`src/rtl/reg_file_32.sv`:
```
// 2^ADDR_WIDTH x DATA_WIDTH register file: two registered read ports, one write port, r0 reads zero.
// Define REGFILE_BYPASS_EN to make a read on the write edge return the incoming write data.
module reg_file_32 #(
    parameter int DATA_WIDTH = 32,
    parameter int ADDR_WIDTH = 5
) (
    input  logic                  clk,
    input  logic                  rst_n,
    input  logic                  rd_en,
    input  logic [ADDR_WIDTH-1:0] ra_addr,
    input  logic [ADDR_WIDTH-1:0] rb_addr,
    input  logic                  wr_en,
    input  logic [ADDR_WIDTH-1:0] wr_addr,
    input  logic [DATA_WIDTH-1:0] wr_data,
    output logic [DATA_WIDTH-1:0] a_data,
    output logic [DATA_WIDTH-1:0] b_data
);

    localparam int DEPTH = 1 << ADDR_WIDTH;

    logic [DATA_WIDTH-1:0] mem [DEPTH];
    logic [DATA_WIDTH-1:0] a_next;
    logic [DATA_WIDTH-1:0] b_next;
    logic                  wr_hit;

    assign wr_hit = wr_en && (wr_addr != '0);

    always_comb begin
        a_next = (ra_addr == '0) ? '0 : mem[ra_addr];
        b_next = (rb_addr == '0) ? '0 : mem[rb_addr];
`ifdef REGFILE_BYPASS_EN
        if (wr_hit && (ra_addr == wr_addr)) begin
            a_next = wr_data;
        end
        if (wr_hit && (rb_addr == wr_addr)) begin
            b_next = wr_data;
        end
`endif
    end

    // An X enable resolves to the else path, so storage is left untouched.
    always_ff @(posedge clk) begin
        if (!rst_n) begin
            for (int i = 0; i < DEPTH; i++) begin
                mem[i] <= '0;
            end
        end else if (wr_hit) begin
            mem[wr_addr] <= wr_data;
        end
    end

    always_ff @(posedge clk) begin
        if (!rst_n) begin
            a_data <= '0;
            b_data <= '0;
        end else if (rd_en) begin
            a_data <= a_next;
            b_data <= b_next;
        end
    end

endmodule

```
`config.mk`:
```
export PLATFORM = sky130hd
export DESIGN_NAME = reg_file_32
export DESIGN_NICKNAME = d
export VERILOG_FILES = /design/src/rtl/reg_file_32.sv
export SDC_FILE = /design/constraint.sdc
export NUM_CORES = 2
export LEC_CHECK = 0
export CAP_MARGIN = 20
export CORE_MARGIN = 3
export CORE_UTILIZATION = 64
export DETAILED_ROUTE_END_ITERATION = 12
export DONT_BUFFER_PORTS = 1
export HOLD_SLACK_MARGIN = 0.03
export PLACE_DENSITY = 0.91
export SYNTH_ARGS = -nofsm -noshare
export SYNTH_HDL_FRONTEND = slang
export SYNTH_SLANG_ARGS = --single-unit
```
`constraint.sdc`:
```
create_clock -name clk -period 5.7 [get_ports clk]
set_input_delay 1.425 -clock clk [delete_from_list [all_inputs] [get_ports clk]]
set_output_delay 1.425 -clock clk [all_outputs]
set_load 0.05 [all_outputs]
```
==> reports/summary.txt <==
Number of global-route vias before repair: 37,623
Worst-Margin Slew: 1.84 ns
Async SR Flop Fraction: 0%
# rows: 108
Commonest non-fill, non-tap cells in the layout: 1,024 x edfxtp_1, 993 x and2_1, 416 x mux4_2, 179 x mux2_2, 141 x mux2i_1
CP required: 6.28 ns
Placement Cell Area: 0.0575 sq mm
CTS tree: done
Clock H-tree levels: 3
Clk_skew: 0.0268 ns
Number of max-cap violations: 0
XOR/XNOR Fraction of Synth Area: 0%
Die height: 303 um
Simple-Gate Fraction of Synth Area: 12.6%
Sequential-to-total area share from yosys stat: 56.7%
Hold_sp: a_data[23]
Sw Share: 23.6%
Largest net degree at the start of global routing: 292
CORE AREA: 0.0872 sq mm
Syn Std Cell Area: 0.0565 sq mm
Mux contribution to synthesized area: 22.7%
NetSw: 4.40 mW
Critical-path cell list: mux4_2 -> mux4_2 -> nor2b_1 -> a221o_1
FF-to-FF End: b_data[26]
Flop2flop setup slack: 3.56 ns
DR iter-0 viols: 6,069
Final setup viols: 0
CP Buf/Inv Count: 0
Number of port buffers: 0
Reg2reg start: mem[30][26]
Fin crit share: 62.1%
Internal power: 14.3 mW
Critical path class: in -> reg
Syn_area_per_cell: 15.0 sq um
CP delay by family, top: multiplexers
Die ar.: 0.0919 sq mm
Clock sink count: 1,088
Design area: 0.0612 sq mm
RD Place Congestion: 0.926
Area grow syn2layout: 8.31%
Via-to-Cell Ratio: 7.53
Hold WC Path Type: reg -> reg
Most frequent CP cell: mux4_2
Hpwl dp: 103,000 um
Sequential power share: 51.6%
Filler cells: 5,147
Slew headroom: -22.5%
Starting Density: 64.8%
CTS Buf Count: 109
Largest family of logic cells by synthesized area: multiplexers
RSZ-0062 raised after global routing: false
Root Buffer: clkbuf_16
Crit-path max cell delay: 1.04 ns
Distinct cells, synth: 43
GRT overflow: 0
Most common cell after layout, fill and taps aside: edfxtp_1
Hold path depth: 2
DR vias: 36,506
Critical path startpoint: ra_addr[0]
Pre-antenna DRT Iters: 8
Fin Hold WS: 0.723 ns
Final net count: 3,650
Critical path arrival: 4.12 ns
Number of flops mapped to enable cells by yosys: 1,024
Die W: 303 um
Startpoint types: primary input
Worst-Skew Late Latency: 0.71 ns
Clk pin slew, worst setup/hold paths: 0.06 ns
CP Max Fanout: 289
PwrDens: 306 mW/mm^2
Post-Synth Adder-Cell Area: 0%
Max Buffers Root-to-Sink: 3
Fraction of layout cells with a size suffix above 1: 24.9%
Slew Limit Fails: 226
Post-cts hold buffer count: 0
Critical path depth: 4
DRC Markers: 0
Synth Flop Type: edfxtp_1
WL final: 176,000 um
Pleak: 20.8 nW
YS warnings: 0
Clock power frac: 39.3%
Post-DRT Antenna Nets: 0
CTS resizes: 0
Crit end category: flop
Critical-path top delay cell: mux4_2
Initial antenna violation count: 2
Post-CTS setup buffer count: 0
Gate power share: 9.1%
Final Critical Period: 3.54 ns
Flop and latch count out of synthesis: 1,088
Failing checks: max-slew violations
Worst hold path endpoint: a_data[23]
Maximum VDD drop: 271 uV
WL/cell: 36.2 um
Worst Reg2Reg Path Length in Cells: 4
First-pass GRT wire length: 255,000 um
Count of final hold-check violations: 0
Top Ports: 115
F_max: 283 MHz
Mapped Cells: 3,770
Total GRT Usage: 38.9%
Compound-Gate Fraction of Synth Area: 4.84%
Setup TNS: 0 ns
Status: finished with violations
N_diodes: 0
[cells by family after synthesis]
logic type,after synthesis
AO/OA/AOI/OAI,352
buffers and inverters,410
flip-flops,1088
multiplexers,736
other,1
AND/OR/NAND/NOR,1183
[per-layer routing]
layer  vias to the layer above  track usage (%)  routed length [um]
met2                      3624             57.4               78400
met3                       896             11.6               25700
met5                         -                0                   0
met4                         0             31.4               18500
li1                      14128                -                   -
met1                     17858             48.2               53000
[through the flow]
| stage | utilization (%) | instances | power, mW | worst slack, ns |
|---|---|---|---|---|
| 2_1_floorplan | - | 3801 | 11.0 | 0.625 |
| 3_3_place_gp | 65.8 | 4632 | 11.3 | 1.43 |
| 3_5_place_dp | 66.0 | 4640 | 11.4 | 1.40 |
| 4_1_cts | 70.1 | 4846 | 18.6 | 2.08 |
| 5_1_grt | 70.2 | 4849 | 19.0 | 2.22 |
| 6_report | 70.2 | 4849 | 18.7 | 2.16 |
[synthesized netlist by cell type (2+ instances only)]
cell type	n	area, sq um
buf_4	12	90.1
and2_1	993	6210
buf_2	47	235
inv_1	2	7.51
o22ai_1	31	194
nor3_1	2	10.0
nand4b_1	2	17.5
o2bb2ai_1	32	280
buf_1	17	63.8
a221o_1	41	410
nor2b_1	10	62.6
o31a_1	9	78.8
dfxtp_1	64	1280
nand3_1	24	120
or3b_2	4	35.0
a32o_1	32	320
o211ai_1	31	233
mux2i_1	141	1410
buf_6	22	248
nand2_1	66	248
edfxtp_1	1024	30700
nor2_1	43	161
o221ai_1	56	490
or3_1	4	25.0
mux4_2	416	9370
or2_2	2	12.5
clkbuf_1	309	1160
a221oi_1	30	263
mux2_2	179	2020
nand3b_1	4	30.0
nand2b_1	25	156
o21ai_0	85	425
[power by group through the flow]
stage / combinational, mW / sequential [mW] / clock, mW
finish: 1.70 / 9.65 / 7.35
floorplan: 1.35 / 9.67 / 0
CTS: 1.63 / 9.64 / 7.32
global route: 1.70 / 9.68 / 7.65
detailed placement: 1.61 / 9.80 / 0
global placement: 1.55 / 9.75 / 0
[tightest hold or removal path, stage by stage (launching register included)]
cell	delay, ns
dfxtp_1	0.48
nand2_1	0.12
nand3_1	0.07
[registers in the layout (all words and copies together) (netlist names)]
signal / flops
mem: 1024
a_data: 32
b_data: 32
[final cells by class]
type,instances,area [sq um],area share (%)
clock buffers,152,3020,4.94
clock inverters,54,606,0.990
inverters,3,11.3,0.0184
multi-input cells,2303,23200,38.0
flip-flops and latches,1088,32000,52.4
well taps,1155,1450,2.36
repair buffers,94,835,1.36
[how the worst max path moves through the flow]
stage                       end  slack [ns]
floorplan            mem[24][0]        0.62
global placement    mem[18][26]        1.43
finish               a_data[25]        2.16
global route         mem[27][5]        2.22
detailed placement  mem[26][26]        1.40
CTS                 mem[26][28]        2.08
Note: power is estimated with default switching activity, not from simulation.
